**config.mk**
```make
export PLATFORM = sky130hd
export DESIGN_NAME = rom_streamer
export DESIGN_NICKNAME = d
export VERILOG_FILES = /design/src/rtl/rom_streamer.sv
export SDC_FILE = /design/constraint.sdc
export NUM_CORES = 1
export LEC_CHECK = 0
export BUFFER_PORTS_ARGS = -buffer_cell sky130_fd_sc_hd__clkbuf_2
export CORE_UTILIZATION = 46
export DETAILED_ROUTE_END_ITERATION = 10
export GPL_TIMING_DRIVEN = 0
export PLACE_DENSITY = 0.75
export SLEW_MARGIN = 30
export SYNTH_ARGS = -nofsm -noshare
export SYNTH_HDL_FRONTEND = slang
export SYNTH_SLANG_ARGS = --single-unit
```
**constraint.sdc**
```tcl
create_clock -name clk_i -period 1.7 [get_ports clk_i]
set_clock_uncertainty 0.1 [all_clocks]
set_input_delay 0.085 -clock clk_i [delete_from_list [all_inputs] [get_ports clk_i]]
set_output_delay 0.085 -clock clk_i [all_outputs]
set_load 0.01 [all_outputs]
```
**src/rtl/rom_streamer.sv**
```systemverilog
// -----------------------------------------------------------------------------
// rom_streamer
//   Reads 16-bit words from a synchronous ROM (one-clock registered read
//   latency) and streams them out as bytes over a valid/ready interface,
//   low byte first. Each word takes READ -> LATCH -> LO -> HI, so with the
//   sink always ready a word costs four clocks.
//
// Optional feature (macro ROM_STREAMER_CHKSUM_EN):
//   When defined, an 8-bit modulo-256 sum of every transferred byte is
//   appended as one extra byte (state CHK) before DONE. A zero-length
//   request then produces a single 0x00 checksum byte.
//
// Ports
//   clk_i        : clock, rising edge
//   rst_i        : asynchronous active-high reset
//   start_i      : transfer request, only looked at in IDLE
//   start_addr_i : first ROM word address
//   length_i     : number of 16-bit words to stream
//   abort_i      : cancel the transfer in progress
//   busy_o       : high whenever the FSM is not in IDLE
//   done_o       : one-cycle pulse on normal completion
//   data_o       : stream byte
//   valid_o      : data_o valid
//   ready_i      : sink accepts data_o this cycle
//   rom_addr_o   : ROM read address
//   rom_clke_o   : ROM clock enable (read strobe)
//   rom_data_i   : ROM registered read data
// -----------------------------------------------------------------------------
module rom_streamer #(
  parameter int ADDR_WIDTH = 9,
  parameter int LEN_WIDTH  = 10
) (
  input  logic                  clk_i,
  input  logic                  rst_i,
  input  logic                  start_i,
  input  logic [ADDR_WIDTH-1:0] start_addr_i,
  input  logic [LEN_WIDTH-1:0]  length_i,
  input  logic                  abort_i,
  output logic                  busy_o,
  output logic                  done_o,
  output logic [7:0]            data_o,
  output logic                  valid_o,
  input  logic                  ready_i,
  output logic [ADDR_WIDTH-1:0] rom_addr_o,
  output logic                  rom_clke_o,
  input  logic [15:0]           rom_data_i
);

  typedef enum logic [2:0] {
    S_IDLE  = 3'd0,
    S_READ  = 3'd1,
    S_LATCH = 3'd2,
    S_LO    = 3'd3,
    S_HI    = 3'd4,
`ifdef ROM_STREAMER_CHKSUM_EN
    S_CHK   = 3'd6,
`endif
    S_DONE  = 3'd5
  } state_t;

  state_t                r_state;
  state_t                w_next_state;
  logic [ADDR_WIDTH-1:0] r_addr;
  logic [LEN_WIDTH-1:0]  r_rem;
  logic [15:0]           r_word;
  logic                  w_valid;
  logic [7:0]            w_data;
  logic                  w_start;
`ifdef ROM_STREAMER_CHKSUM_EN
  logic [7:0]            r_chksum;
`endif

  // State after the last word (or after a zero-length request).
  state_t                w_tail_state;
`ifdef ROM_STREAMER_CHKSUM_EN
  assign w_tail_state = S_CHK;
`else
  assign w_tail_state = S_DONE;
`endif

  assign w_start = (r_state == S_IDLE) && start_i;

  // NOTE: every signal written here gets a default first, so no path through
  // the case can leave it unassigned and infer a latch.
  always_comb begin
    w_next_state = r_state;
    w_valid      = 1'b0;
    w_data       = 8'h00;
    case (r_state)
      S_IDLE: begin
        if (start_i) begin
          w_next_state = (length_i != '0) ? S_READ : w_tail_state;
        end
      end
      S_READ:  w_next_state = S_LATCH;
      S_LATCH: w_next_state = S_LO;
      S_LO: begin
        w_valid = 1'b1;
        w_data  = r_word[7:0];
        if (ready_i) w_next_state = S_HI;
      end
      S_HI: begin
        w_valid = 1'b1;
        w_data  = r_word[15:8];
        if (ready_i) w_next_state = (r_rem != '0) ? S_READ : w_tail_state;
      end
`ifdef ROM_STREAMER_CHKSUM_EN
      S_CHK: begin
        w_valid = 1'b1;
        w_data  = r_chksum;
        if (ready_i) w_next_state = S_DONE;
      end
`endif
      S_DONE:  w_next_state = S_IDLE;
      default: w_next_state = S_IDLE;
    endcase
    // Abort wins over everything outside IDLE; in IDLE a coincident start
    // still launches the transfer.
    if (abort_i && (r_state != S_IDLE)) w_next_state = S_IDLE;
  end

  // NOTE: sequential state uses non-blocking assignments so every register
  // samples pre-edge values regardless of statement order.
  always_ff @(posedge clk_i or posedge rst_i) begin
    if (rst_i) begin
      r_state <= S_IDLE;
      r_addr  <= '0;
      r_rem   <= '0;
      r_word  <= '0;
    end else begin
      r_state <= w_next_state;
      if (w_start && (length_i != '0)) begin
        r_addr <= start_addr_i;
        r_rem  <= length_i;
      end
      // ROM data addressed in READ is valid one clock later, in LATCH.
      if (r_state == S_LATCH) begin
        r_word <= rom_data_i;
        r_addr <= r_addr + ADDR_WIDTH'(1);
        r_rem  <= r_rem - LEN_WIDTH'(1);
      end
    end
  end

`ifdef ROM_STREAMER_CHKSUM_EN
  // Only data bytes are summed; the checksum byte itself is not.
  always_ff @(posedge clk_i or posedge rst_i) begin
    if (rst_i) begin
      r_chksum <= 8'h00;
    end else if (w_start) begin
      r_chksum <= 8'h00;
    end else if (ready_i && ((r_state == S_LO) || (r_state == S_HI))) begin
      r_chksum <= r_chksum + w_data;
    end
  end
`endif

  assign busy_o     = (r_state != S_IDLE);
  assign done_o     = (r_state == S_DONE);
  assign valid_o    = w_valid;
  assign data_o     = w_data;
  assign rom_clke_o = (r_state == S_READ);
  assign rom_addr_o = r_addr;

endmodule

```
==> flow_summary.toml, run 1 <==
[status]
status = "finished, violations left"
violations = "setup timing"

[placed_design]
postPlaceCellArea_mm2 = 0.00244
hpwl_um = 3530
portBuffers = 60
gp_congestion = 0.805

[synthesis]
ys_seq_area_frac = 0.465
synthesis.nets = 270
async_flop_share = 1.00
post_synth.cell_area_avg_um2 = 8.97
ys_types = 47
ys_seq_elements = 38
yosysWarnings = 0
ys.flop_type = "dfrtp_1"
syn_area_mm2 = 0.00204
syn_inst = 228
synth-edff-count = 0

[critical_path]
r2r-end = "rom_addr_o[5]"
path_class = "reg -> out"
r2r-start = "r_state[1]"
regToRegSetupSlack_ps = -20
endpoint_kind = "output pin"
crit_arrival_ps = 1550
crit_family = "flip-flops"
reg2regPathDepth = 7
worstPathMaxFanout = 8
cpMaxStageDelayCell = "dfrtp_1"
required_ps = 1510
cp_cell_sequence = "buf_6 -> nand2b_4 -> nor2_4 -> a22o_1 -> buf_2"
max_stage_delay_ps = 430
cp_num_buf_inv = 2
start_kind = "flop"

[timing]
hold_ws_ps = 7.50
setup_ws_ps = -37.6
timing.fmax_mhz = 576
drv_slew = 0
worst_pin_slew_ps = 456
fin_crit_sh = 1.02
setup_viol = 11
maxSlewHeadroom = 0.696
rsz0062_at_grt = "true"
min_period_ps = 1740
hold_viol = 0

[layout]
post_route_cells_drive_above_1_share = 0.369
design_area_mm2 = 0.00319
diodes = 0
utilization = 0.770
num-nets-final = 389
area_growth_pct = 56.0

[floorplanning]
rows = 23
io_pins = 61
dieArea_mm2 = 0.00471
start_util = 0.493
core_area_mm2 = 0.00414
fp.dieH_um = 68.7
die_w_um = 68.7

[grt]
grt_pass1_vias = 1920
grt_max_degree = 30
grt_pass1_wl_um = 8740
gr-total-overflow = 0
track_usage = 0.258
grt_antenna_before_repair = 0

[pwr]
ir_drop_v = 0.000878
p_leak_nw = 1.53
p_total_mw = 5.03
power-per-cell-area_mw_per_mm2 = 1580

[clocking]
clk_pin_slew_ps = 80
clkSinkCount = 38
h-tree-depth = 2
cts_root_buf = "clkbuf_8"
cts_tree = "done"
cts_made_buffers = 5
clock_path_buffers = 2
worstSkewPairLatency_ps = 290

[routing]
vias = 2195
wl_per_cell_um = 14.7
avgViaCountPerCell = 5.53
drc = 0
wl_um = 5850
drt_iter0_drc = 117
ant_nets = 0
dr.pass1.iters = 6

[worst_hold_path]
whs_path_depth = 3
min_from = "length_i[2]"
worstHoldPathType = "in -> reg"
holdPathEnd = "r_rem[2]"

[run]
drv_cap = 0
metrics by stage:
step | std cells | TNS (ps) | setup slack (ps)
final | 397 | -181 | -37.6
after CTS | 392 | -60.4 | -22.7
after global placement | 338 | -6030 | -249
after floorplan | 228 | 0 | 21.6
after detailed placement | 339 | -7010 | -260
after global routing | 397 | -1690 | -103
cell type report:
cell class | instances | area (um^2)
tap | 50 | 62.6
multi-input combinational | 173 | 1140
sequential | 38 | 952
fill | 307 | 955
inverter | 8 | 30.0
buffer | 9 | 83.8
clock buffer | 6 | 82.6
clock inverter | 1 | 30.0
timing repair buffer | 112 | 803
state kept, by name, indices dropped and copies added, names as in the netlist:
signal,cells
r_state,3
r_word,16
rom_addr_o,9
r_rem,10
cells by family (layout without fill, tap and decap cells):
kind of cell / Yosys count / after routing / synth area share
AOI/OAI and AO/OA: 52 / 52 / 0.196
adders and majority gates: 2 / 2 / 0.0122
muxes: 1 / 1 / 0.00490
buffers and inverters: 18 / 136 / 0.0410
DFF: 38 / 38 / 0.465
and+or+nand+nor: 117 / 118 / 0.281
timing repair:
item,in CTS,in global routing
hold buffers,33,0
pin swaps,6,15
resized for setup,23,30
endpoints found under the setup margin,45,40
buffers inserted,13,5
endpoints found under the hold margin,70,0
gates cloned,1,0
power breakdown:
part / total [mW] / internal (mW) / switching [mW]
Clock: 0.797 / 0.470 / 0.327
Sequential: 1.77 / 1.34 / 0.423
Combinational: 2.47 / 1.19 / 1.28
Total: 5.03 / 3.00 / 2.03
synthesized netlist by cell type (2+ instances only):
library cell | instances | area share
a21oi_1 | 8 | 0.020
dfrtp_1 | 38 | 0.47
nor2_1 | 11 | 0.020
o22ai_1 | 3 | 0.0092
nor3_1 | 5 | 0.012
nand3b_1 | 2 | 0.0073
a22o_1 | 8 | 0.034
inv_1 | 8 | 0.015
a21o_1 | 2 | 0.0073
a211oi_2 | 3 | 0.018
o211ai_1 | 8 | 0.029
or4_4 | 2 | 0.011
buf_2 | 4 | 0.0098
nand3_1 | 16 | 0.039
nand2_1 | 64 | 0.12
nor4_1 | 4 | 0.012
nand4b_1 | 2 | 0.0086
ha_1 | 2 | 0.012
o21ai_0 | 6 | 0.015
clkbuf_1 | 4 | 0.0073
nand4_1 | 2 | 0.0061
per-layer routing:
metal / track usage / vias to the layer above / wire, um / share of wire
li1: - / 1058 / - / -
met1: 0.337 / 1045 / 2540 / 0.43
met2: 0.420 / 76 / 2970 / 0.51
met3: 0.0526 / 16 / 238 / 0.041
met4: 0.0938 / 0 / 102 / 0.017
met5: 0 / - / 0 / 0
worst reg2reg max path, stage by stage, from the launching register on:
cell and delay, ps:
dfrtp_1 430, buf_6 140, nor4b_4 250, buf_4 190, o31ai_4 110, buf_6 160
o211ai_1 80, o311ai_1 130
how the worst max path moves through the flow:
stage,depth (start not counted),startpoint,endpoint,slack [ps]
after global routing,5,r_state[1],data_o[7],-100
after detailed placement,5,r_state[0],rom_addr_o[6],-260
after global placement,4,r_state[0],rom_addr_o[8],-250
after CTS,5,r_state[1],data_o[7],-20
final,5,r_state[1],data_o[1],-40
after floorplan,5,r_state[0],rom_addr_o[7],20
cell usage in the layout (no fill, tap or decap), types with 2 or more instances in the layout:
cell / instances
buf_2: 7
nand4b_1: 2
a21o_1: 2
nor2_1: 9
o21ai_1: 2
inv_1: 7
o22ai_2: 2
a22o_1: 8
or4_4: 2
nand3_1: 11
buf_6: 8
nor3_2: 3
a21oi_1: 8
nand2_1: 63
dfrtp_1: 37
nand3b_1: 2
clkbuf_2: 53
a211oi_2: 3
nand4_1: 2
ha_1: 2
clkbuf_8: 6
buf_4: 16
nor4b_4: 2
nor3_1: 3
nand3_2: 5
o21ai_0: 5
nor4_1: 3
dlygate4sd3_1: 33
nor2_4: 3
o311ai_1: 2
o211ai_1: 8
Power figures use the tool's default switching activity.
==> run 2: changes to the inputs <==
CORE_UTILIZATION = 30   (was 46)
PLACE_DENSITY = unset   (was 0.75)
==> flow_summary.toml, run 2 (synthesis gave the netlist of run 1 again) <==
[status]
status = "finished, violations left"
violations = "DRC, setup timing"

[grt]
grt_pass1_wl_um = 10200
track_usage = 0.179
grt_antenna_before_repair = 0
grt_max_degree = 23
gr-total-overflow = 0
grt_pass1_vias = 2067

[pwr]
p_seq_frac = 0.348
clkPwrFrac = 0.150
power-per-cell-area_mw_per_mm2 = 1550
ir_drop_v = 0.000689
swShare = 0.411
p_sw_mw = 2.09
p_leak_nw = 1.54
p_comb_frac = 0.502
p_int_mw = 2.99

[timing]
fin_crit_sh = 1.03
hold_viol = 0
maxSlewHeadroom = 0.640
drv_slew = 0
setup_ws_ps = -55.7
setup_viol = 16
timing.fmax_mhz = 570
tns_ps = -370
min_period_ps = 1760
worst_pin_slew_ps = 538
hold_ws_ps = 8.36
rsz0062_at_grt = "true"

[clocking]
cts_tree = "done"
h-tree-depth = 2
worstSkewPairLatency_ps = 290
cts_made_buffers = 5
cts_root_buf = "clkbuf_8"
clkSinkCount = 38
clock_path_buffers = 2
clk_pin_slew_ps = 80

[routing]
wl_per_cell_um = 14.6
drt_iter0_drc = 105
ant_nets = 0
avgViaCountPerCell = 5.03
vias = 2139
dr.pass1.iters = 7
wl_um = 6220
drc = 8

[placed_design]
dp_cells = 366
portBuffers = 60
hpwl_um = 3940
gp_congestion = 0.730

[critical_path]
path_class = "reg -> reg"
crit_arrival_ps = 1820
endpoint_kind = "flop"
start_kind = "flop"
worstPathMaxFanout = 6
required_ps = 1760

[layout]
num-nets-final = 389
area_growth_pct = 60.0
final_cells = 425
fill_cells = 607
diodes = 0
top_register = "r_word"
regArea_um2 = 952
utilization = 0.507
most-common-layout-cells = "nand2_1 (63), clkbuf_2 (61), dfrtp_1 (37)"
largest_reg_flops = 16
post_route_cells_drive_above_1_share = 0.402
multi_input_area_mm2 = 0.00120
layout_commonest_cell = "nand2_1"

[floorplanning]
die_w_um = 84.6
rows = 29
core_area_mm2 = 0.00646
dieArea_mm2 = 0.00715
start_util = 0.317
fp.dieH_um = 84.6
io_pins = 61

[worst_hold_path]
worstHoldPathType = "in -> reg"

[run]
drv_cap = 0
-- run 2: cell types whose count changed in the layout (fill, tap and decap cells not counted), sizes merged --
cell         delta
buf             -6
clkbuf          +6
clkinv          +2
dlygate4sd3     -1
-- run 2: metal layers --
metal	part of all wire	global-route usage	vias up
met3	0.040	0.0315	7
li1	-	-	1059
met2	0.48	0.290	50
met5	0	0	-
met1	0.48	0.250	1023
met4	0.0082	0.0447	0
-- run 2: worst max-delay path: stages (launching register included) --
cell and delay, ps:
dfrtp_1 430, buf_6 140, nor4b_4 380, o31ai_4 200, buf_6 180, o211ai_1 70, o311ai_1 130
-- run 2: per-stage QoR --
| step | setup slack (ps) | instance area (um^2) | total power, mW |
|---|---|---|---|
| 3_5_place_dp | -286 | 2480 | 3.64 |
| 6_report | -55.7 | 3270 | 5.08 |
| 3_3_place_gp | -255 | 2450 | 3.57 |
| 4_1_cts | -59.6 | 3120 | 4.83 |
| 2_1_floorplan | 21.6 | 2050 | 3.01 |
| 5_1_grt | -122 | 3270 | 5.47 |
-- run 2: path summary, 6_finish.rpt --
kind                       depth (start not counted)  slack, ps       startpoint            end
max                                                6        -60       r_state[2]  rom_addr_o[5]
min                                                3          8  start_addr_i[4]  rom_addr_o[4]
max reg2reg                                        6        -60       r_state[2]  rom_addr_o[5]
min reg2reg                                        2        380        r_word[5]      r_word[5]
max in group asynchronous                          4        750            rst_i       r_rem[1]
min in group asynchronous                          3        270            rst_i       r_rem[3]
-- run 2: layout make-up --
type                    instances  area share
multi-input cells             173       0.366
flip-flops and latches         38       0.291
plain buffers                   8      0.0233
inverters                       8     0.00918
well taps                      77      0.0294
repair buffers                113       0.247
clock inverters                 3      0.0122
clock buffers                   5      0.0210
-- run 2: power by group through the flow --
stage	logic, mW	clock network (mW)	registers, mW
2_1_floorplan	1.31	0	1.70
3_3_place_gp	1.86	0	1.72
3_5_place_dp	1.91	0	1.73
4_1_cts	2.33	0.783	1.72
5_1_grt	2.83	0.821	1.82
6_report	2.55	0.760	1.77
-- run 2: repair_timing --
action | in CTS | in global routing
cloned | 3 | 0
hold buffers | 32 | 0
hold endpoints to repair | 52 | 0
pin swaps | 9 | 14
setup buffers | 11 | 8
resized for setup | 35 | 23
endpoints found under the setup margin | 44 | 41
